`src/rtl/wt_mem_arbiter.sv`:
```
// ---------------------------------------------------------------------------
// wt_mem_arbiter
// Memory-side stage between the write-through I$/D$ and a single downstream
// request port. Round-robin arbitrates I$ and D$ requests into one registered
// request, limits in-flight transactions per source, and routes returns back
// to the originating cache one cycle after they arrive.
//
// Ports:
//   clk_i, rst_ni                    clock, asynchronous active-low reset
//   ic_req_i/ic_ack_o/ic_addr_i/ic_tid_i
//                                    I$ request (held until acked)
//   dc_req_i/dc_ack_o/dc_addr_i/dc_we_i/dc_wdata_i/dc_tid_i
//                                    D$ request (held until acked)
//   mem_valid_o/mem_ready_i/mem_src_o/mem_addr_o/mem_we_o/mem_wdata_o/mem_tid_o
//                                    registered downstream request
//   rtrn_valid_i/rtrn_src_i/rtrn_tid_i/rtrn_data_i
//                                    downstream return (no backpressure)
//   ic_rtrn_vld_o/dc_rtrn_vld_o/rtrn_tid_o/rtrn_data_o
//                                    registered return to the caches
//   err_o                            sticky protocol-error flag
//   dbg_state_o                      request register state (0 EMPTY, 1 FULL)
//
// Handshakes: a request moves downstream on a clock edge where
// mem_valid_o && mem_ready_i; mem_valid_o and the payload stay stable until
// then. On the cache side, ic_ack_o/dc_ack_o pulse for the single cycle in
// which the request is captured; the cache drops or replaces req afterwards.
// ---------------------------------------------------------------------------
module wt_mem_arbiter #(
    parameter int unsigned AddrWidth      = 64,
    parameter int unsigned DataWidth      = 64,
    parameter int unsigned TidWidth       = 2,
    parameter int unsigned MaxOutstanding = 4
) (
    input  logic                 clk_i,
    input  logic                 rst_ni,
    input  logic                 ic_req_i,
    output logic                 ic_ack_o,
    input  logic [AddrWidth-1:0] ic_addr_i,
    input  logic [TidWidth-1:0]  ic_tid_i,
    input  logic                 dc_req_i,
    output logic                 dc_ack_o,
    input  logic [AddrWidth-1:0] dc_addr_i,
    input  logic                 dc_we_i,
    input  logic [DataWidth-1:0] dc_wdata_i,
    input  logic [TidWidth-1:0]  dc_tid_i,
    output logic                 mem_valid_o,
    input  logic                 mem_ready_i,
    output logic                 mem_src_o,
    output logic [AddrWidth-1:0] mem_addr_o,
    output logic                 mem_we_o,
    output logic [DataWidth-1:0] mem_wdata_o,
    output logic [TidWidth-1:0]  mem_tid_o,
    input  logic                 rtrn_valid_i,
    input  logic                 rtrn_src_i,
    input  logic [TidWidth-1:0]  rtrn_tid_i,
    input  logic [DataWidth-1:0] rtrn_data_i,
    output logic                 ic_rtrn_vld_o,
    output logic                 dc_rtrn_vld_o,
    output logic [TidWidth-1:0]  rtrn_tid_o,
    output logic [DataWidth-1:0] rtrn_data_o,
    output logic                 err_o,
    output logic                 dbg_state_o
);

    localparam int unsigned        CntWidth = 4;
    localparam logic [CntWidth-1:0] MaxCnt  = CntWidth'(MaxOutstanding);

    typedef enum logic {
        ST_EMPTY = 1'b0,
        ST_FULL  = 1'b1
    } req_state_e;

    req_state_e           r_state, w_state_nxt;
    logic                 r_src, r_we;
    logic [AddrWidth-1:0] r_addr;
    logic [DataWidth-1:0] r_wdata;
    logic [TidWidth-1:0]  r_tid;
    logic                 r_rr_dc;            // 1: D$ favoured on a tie
    logic [CntWidth-1:0]  r_ic_cnt, r_dc_cnt;
    logic                 r_ic_rtrn, r_dc_rtrn;
    logic [TidWidth-1:0]  r_rtrn_tid;
    logic [DataWidth-1:0] r_rtrn_data;
    logic                 r_err;

    logic                 w_fire, w_load_ok;
    logic                 w_ic_pend, w_dc_pend;
    logic [CntWidth:0]    w_ic_inflight, w_dc_inflight;
    logic                 w_ic_elig, w_dc_elig;
    logic                 w_grant_ic, w_grant_dc;
    logic                 w_ic_inc, w_ic_dec, w_dc_inc, w_dc_dec;

    assign w_fire = (r_state == ST_FULL) && mem_ready_i;

    // The counters only see transactions that have left the request register,
    // so a request still waiting in the register must count against its source
    // too, otherwise one extra request could slip past the limit.
    assign w_ic_pend     = (r_state == ST_FULL) && !r_src;
    assign w_dc_pend     = (r_state == ST_FULL) &&  r_src;
    assign w_ic_inflight = {1'b0, r_ic_cnt} + {{CntWidth{1'b0}}, w_ic_pend};
    assign w_dc_inflight = {1'b0, r_dc_cnt} + {{CntWidth{1'b0}}, w_dc_pend};
    // Registered counts are used, so a return this cycle frees a slot only
    // from the next cycle on.
    assign w_ic_elig     = ic_req_i && (w_ic_inflight < {1'b0, MaxCnt});
    assign w_dc_elig     = dc_req_i && (w_dc_inflight < {1'b0, MaxCnt});

    always_ff @(posedge clk_i or negedge rst_ni) begin
        if (!rst_ni) begin
            r_state <= ST_EMPTY;
        end else begin
            r_state <= w_state_nxt;
        end
    end

    always_comb begin
        w_state_nxt = r_state;
        w_grant_ic  = 1'b0;
        w_grant_dc  = 1'b0;
        // Load when empty, or when the current entry leaves this very cycle.
        w_load_ok   = (r_state == ST_EMPTY) || mem_ready_i;
        if (w_load_ok) begin
            if (w_ic_elig && w_dc_elig) begin
                w_grant_dc = r_rr_dc;
                w_grant_ic = !r_rr_dc;
            end else begin
                w_grant_ic = w_ic_elig;
                w_grant_dc = w_dc_elig;
            end
        end
        case (r_state)
            ST_EMPTY: if (w_grant_ic || w_grant_dc) w_state_nxt = ST_FULL;
            ST_FULL:  if (mem_ready_i && !(w_grant_ic || w_grant_dc)) w_state_nxt = ST_EMPTY;
            default:  w_state_nxt = ST_EMPTY;
        endcase
    end

    always_ff @(posedge clk_i or negedge rst_ni) begin
        if (!rst_ni) begin
            r_src   <= 1'b0;
            r_addr  <= '0;
            r_we    <= 1'b0;
            r_wdata <= '0;
            r_tid   <= '0;
            r_rr_dc <= 1'b0;
        end else if (w_grant_ic) begin
            r_src   <= 1'b0;
            r_addr  <= ic_addr_i;
            r_we    <= 1'b0;
            r_wdata <= '0;
            r_tid   <= ic_tid_i;
            r_rr_dc <= 1'b1;
        end else if (w_grant_dc) begin
            r_src   <= 1'b1;
            r_addr  <= dc_addr_i;
            r_we    <= dc_we_i;
            r_wdata <= dc_wdata_i;
            r_tid   <= dc_tid_i;
            r_rr_dc <= 1'b0;
        end
    end

    assign w_ic_inc = w_fire && !r_src;
    assign w_dc_inc = w_fire &&  r_src;
    assign w_ic_dec = rtrn_valid_i && !rtrn_src_i;
    assign w_dc_dec = rtrn_valid_i &&  rtrn_src_i;

    always_ff @(posedge clk_i or negedge rst_ni) begin
        if (!rst_ni) begin
            r_ic_cnt <= '0;
            r_dc_cnt <= '0;
        end else begin
            if (w_ic_inc && !w_ic_dec && (r_ic_cnt != MaxCnt)) r_ic_cnt <= r_ic_cnt + 1'b1;
            else if (w_ic_dec && !w_ic_inc && (r_ic_cnt != '0)) r_ic_cnt <= r_ic_cnt - 1'b1;
            if (w_dc_inc && !w_dc_dec && (r_dc_cnt != MaxCnt)) r_dc_cnt <= r_dc_cnt + 1'b1;
            else if (w_dc_dec && !w_dc_inc && (r_dc_cnt != '0)) r_dc_cnt <= r_dc_cnt - 1'b1;
        end
    end

    always_ff @(posedge clk_i or negedge rst_ni) begin
        if (!rst_ni) begin
            r_ic_rtrn   <= 1'b0;
            r_dc_rtrn   <= 1'b0;
            r_rtrn_tid  <= '0;
            r_rtrn_data <= '0;
            r_err       <= 1'b0;
        end else begin
            r_ic_rtrn <= rtrn_valid_i && !rtrn_src_i;
            r_dc_rtrn <= rtrn_valid_i &&  rtrn_src_i;
            if (rtrn_valid_i) begin
                r_rtrn_tid  <= rtrn_tid_i;
                r_rtrn_data <= rtrn_data_i;
            end
            if ((w_ic_dec && (r_ic_cnt == '0)) || (w_dc_dec && (r_dc_cnt == '0)) ||
                (mem_ready_i && (r_state == ST_EMPTY))) begin
                r_err <= 1'b1;
            end
        end
    end

    assign ic_ack_o      = w_grant_ic;
    assign dc_ack_o      = w_grant_dc;
    assign mem_valid_o   = (r_state == ST_FULL);
    assign mem_src_o     = r_src;
    assign mem_addr_o    = r_addr;
    assign mem_we_o      = r_we;
    assign mem_wdata_o   = r_wdata;
    assign mem_tid_o     = r_tid;
    assign ic_rtrn_vld_o = r_ic_rtrn;
    assign dc_rtrn_vld_o = r_dc_rtrn;
    assign rtrn_tid_o    = r_rtrn_tid;
    assign rtrn_data_o   = r_rtrn_data;
    assign err_o         = r_err;
    assign dbg_state_o   = r_state;

endmodule

```
`config.mk`:
```
export PLATFORM = sky130hd
export DESIGN_NAME = wt_mem_arbiter
export DESIGN_NICKNAME = d
export VERILOG_FILES = /design/src/rtl/wt_mem_arbiter.sv
export SDC_FILE = /design/constraint.sdc
export NUM_CORES = 1
export LEC_CHECK = 0
export CORE_AREA = 4 4 184 186
export DETAILED_ROUTE_END_ITERATION = 16
export DIE_AREA = 0 0 188 190
export GPL_TIMING_DRIVEN = 0
export HOLD_SLACK_MARGIN = 0.02
export PLACE_DENSITY_LB_ADDON = 0.12
export RECOVER_POWER = 50
export REMOVE_ABC_BUFFERS = 1
export SYNTH_ARGS = -nofsm -noshare
export SYNTH_HDL_FRONTEND = slang
export SYNTH_SLANG_ARGS = --single-unit
```
`constraint.sdc`:
```
create_clock -name clk_i -period 2.2 [get_ports clk_i]
set_input_delay 0.44 -clock clk_i [delete_from_list [all_inputs] [get_ports clk_i]]
set_output_delay 0.44 -clock clk_i [all_outputs]
set_load 0.1 [all_outputs]
```
==> flow_metrics.env <==
export IMPL_status="complete, but fails checks"
export IMPL_violations="max-capacitance violations, max-slew violations, negative setup slack"
export IMPL_crit_arrival_ps=1950
export IMPL_max_vdd_ir_drop_mv=0.9487
export IMPL_wirelength_um=35690
export IMPL_die_w_um=188
export IMPL_synth_area_top_cells="dfrtp_1 62%, mux2_2 9.5%, a221o_1 7.8%"
export IMPL_initial_utilization_pct=26.37
export IMPL_syn_avg_cell_area_um2=14.43
export IMPL_final_cells=1562
export IMPL_ys_seq_elements=211
export IMPL_setup_slack_ps=-193.2
export IMPL_clkPwrFrac_pct=16.2
export IMPL_fin_nets=1376
export IMPL_antenna_found_initial=5
export IMPL_synth_simple_gate_area_share_pct=7.569
export IMPL_via_per_inst=4.694
export IMPL_clkTransAtPathRegs_ps=60
export IMPL_power_frac_comb_pct=61.5
export IMPL_cts_tree="built"
export IMPL_max_freq_mhz=417.8
export IMPL_met3_length_um=3844
export IMPL_path_max_fanout=4
export IMPL_num_fill_cells=2932
export IMPL_p_sw_mw=15.32
export IMPL_synth_most_common_cell="dfrtp_1"
export IMPL_pre_cts_ws_ps=-2232
export IMPL_worst_skew_pair_late_latency_ps=520
export IMPL_syn_to_final_growth_pct=78.79
export IMPL_clock_skew_ps=9.387
export IMPL_postLayoutCellArea_um2=15220
export IMPL_synth_mux_area_share_pct=9.759
export IMPL_synth_compound_area_share_pct=15.86
export IMPL_drive_gt1_share_pct=31.93
export IMPL_switching_share_pct=55.18
export IMPL_row_count=66
export IMPL_yosysTopAreaCell="dfrtp_1"
export IMPL_internal_power_mw=12.45
export IMPL_port_buffers=474
export IMPL_multiInputGateArea_um2=3064
export IMPL_required_ps=1760
export IMPL_wire_per_inst_um=22.85
export IMPL_netlist_area_um2=8513
export IMPL_num_vias=7332
export IMPL_core_area_um2=32290
export IMPL_max_slew_margin_pct=-12.41
export IMPL_gp_congestion=0.7338
export IMPL_synth_distinct_cells=36
export IMPL_netlist_instances=590
export IMPL_synth_top_area_share_pct=62.02
export IMPL_crit_slowest_cell="dfrtp_2"
export IMPL_cp_end_kind="primary output"
export IMPL_critPathKind="register to primary output"
export IMPL_wl_met1_um=13970
export IMPL_fin_hold_ws_ps=404.9
export IMPL_yosys_area_share_adder_pct=1.058
export IMPL_powerDensity_nw_per_um2=1824
export IMPL_grt_pass1_wl_um=52110
export IMPL_ys_warn_count=0
export IMPL_dpl_cell_area_um2=13880
export IMPL_hold_viol=0
export IMPL_maxCapViolations=1
export IMPL_top_layer_used="met5"
export IMPL_hold_path_class="input port to register"
export IMPL_clock_sinks=211
export IMPL_synthArstFlopShare_pct=100.0
export IMPL_cts_buffer_depth=3
export IMPL_total_power_mw=27.77
export IMPL_grt_util_all_layers_pct=18.92
export IMPL_cp_start_kind="register"
export IMPL_worst_slew_pin_slew_ps=1686
export IMPL_critPathMaxStageDelay_ps=440
export IMPL_numCtsBuffers=26
export IMPL_dpl_cell_count=1470
export IMPL_drc=0
export IMPL_root_buffer="clkbuf_16"
export IMPL_synthXorXnorAreaFrac_pct=0.6173
export IMPL_path_cells="buf_6, nand2b_4, nand4_1, a21oi_4, buf_12, buf_16"
export IMPL_die_height_um=190
export IMPL_maxSlewViolCount=24
export IMPL_synth_edff_count=0
export IMPL_die_area_um2=35720
export IMPL_period_needed_ps=2393
export IMPL_utilization_pct=47.14
export IMPL_seqPwrFrac_pct=22.2
export IMPL_cp_top_family="buffers and inverters"
export IMPL_pin_count=475
export IMPL_grt_max_degree=96
export IMPL_seq_area_um2=5288
export IMPL_rsz0062_at_grt="yes"
export IMPL_wl_met2_um=16560
export IMPL_initialDrtViolationCount=305
export IMPL_grt_ovfl_total=0
export IMPL_synth_commonest_cells="211 x dfrtp_1, 72 x mux2_2, 66 x a221o_1, 66 x a22o_1, 66 x nor3b_1"
export IMPL_period_share_pct=108.8
export IMPL_dr_pass1_iters=5
export IMPL_place_hpwl_um=24140
export IMPL_cts_max_level=1
export IMPL_ys_seq_area_share_pct=62.02
export IMPL_leakage_nw=6.506
export IMPL_setup_viol=4
export IMPL_ant_nets=0
export IMPL_grt_pass1_vias=8000
export IMPL_fin_setup_tns_ps=-629.5
export IMPL_yosys_most_used_dff="dfrtp_1"
export IMPL_crit_buf_inv=3
export IMPL_synth_top_family_by_area="compound AO/OA/AOI/OAI gates"
==> cell families (layout without fill, tap and decap cells) <==
kind of cell | count (synthesis) | after routing
xor+xnor | 6 | 6
flops | 211 | 211
other cells | 0 | 2
fa+ha+maj | 6 | 6
compound gates | 146 | 148
buf+inv | 54 | 580
mux | 74 | 74
simple gates | 93 | 93
==> power by group through the flow <==
stage	Clock, mW	Sequential (mW)	Combinational [mW]
floorplan	0	15.5	2.70
CTS	4.68	6.16	17.2
global route	4.84	6.35	17.6
detailed placement	0	6.16	17.0
finish	4.51	6.17	17.1
global placement	0	6.22	16.6
==> registers in the layout, indices dropped and copies added, names as in the netlist, 2 cells and up <==
signal	cells
mem_addr_o	64
rtrn_tid_o	2
r_dc_cnt	4
r_ic_cnt	4
rtrn_data_o	64
mem_tid_o	2
mem_wdata_o	64
==> layout by cell type, fill, tap and decap left out, types with 4 or more instances in the layout <==
cell and n:
clkbuf_2 56, bufbuf_16 4, buf_4 33, clkdlybuf4s15_2 99, a221o_1 66, clkbuf_16 29
clkbuf_1 4, buf_16 6, buf_12 10, dfrtp_1 205, dlygate4sd2_1 11, mux2_2 72
a21o_1 4, clkinv_2 4, clkbuf_8 7, dfrtp_2 6, clkdlybuf4s50_1 265, clkdlybuf4s15_1 36
nor3b_1 64, nand2_1 4, a22o_1 66
==> worst register-to-register path: cells and delay by family, from the launching register on <==
kind,cells,cell delay (ps)
AOI/OAI and AO/OA,3,480
muxes,2,550
buffers and inverters,1,110
and+or+nand+nor,2,360
DFF,1,410
adders and majority gates,1,270
==> path summary, 6_finish.rpt <==
kind | start | slack, ps | to | cells after the start
max in group asynchronous | rst_ni | 60 | r_dc_cnt[2] | 3
min in group asynchronous | rst_ni | 900 | mem_wdata_o[9] | 2
hold / removal | rtrn_valid_i | 400 | rtrn_data_o[8] | 2
setup reg to reg | dbg_state_o | -100 | r_ic_cnt[3] | 9
setup / recovery | dbg_state_o | -190 | dc_ack_o | 6
hold reg to reg | mem_wdata_o[6] | 500 | mem_wdata_o[6] | 1
==> final cells by class <==
cell class	count	share of cell area (%)
clock inverter	9	0.8303
tap	442	3.633
sequential	211	34.74
inverter	3	0.07398
multi-input combinational	327	20.13
antenna	2	0.03288
clock buffer	37	5.146
timing repair buffer	531	35.41
==> metal layers <==
layer / GRT usage [%] / up-vias
li1: - / 3309
met1: 22.22 / 3559
met2: 30.89 / 380
met3: 8.385 / 78
met4: 6.748 / 6
met5: 0 / -
==> timing repair <==
item / 4_1_cts / 5_1_grt
gates resized for setup: 517 / 93
hold buffers: 1 / 0
gates cloned: 7 / 2
endpoints found under the setup margin: 266 / 109
endpoints found under the hold margin: 23 / 0
setup buffers: 29 / 10
pin swaps: 8 / 11
Note: power is estimated with default switching activity, not from simulation.
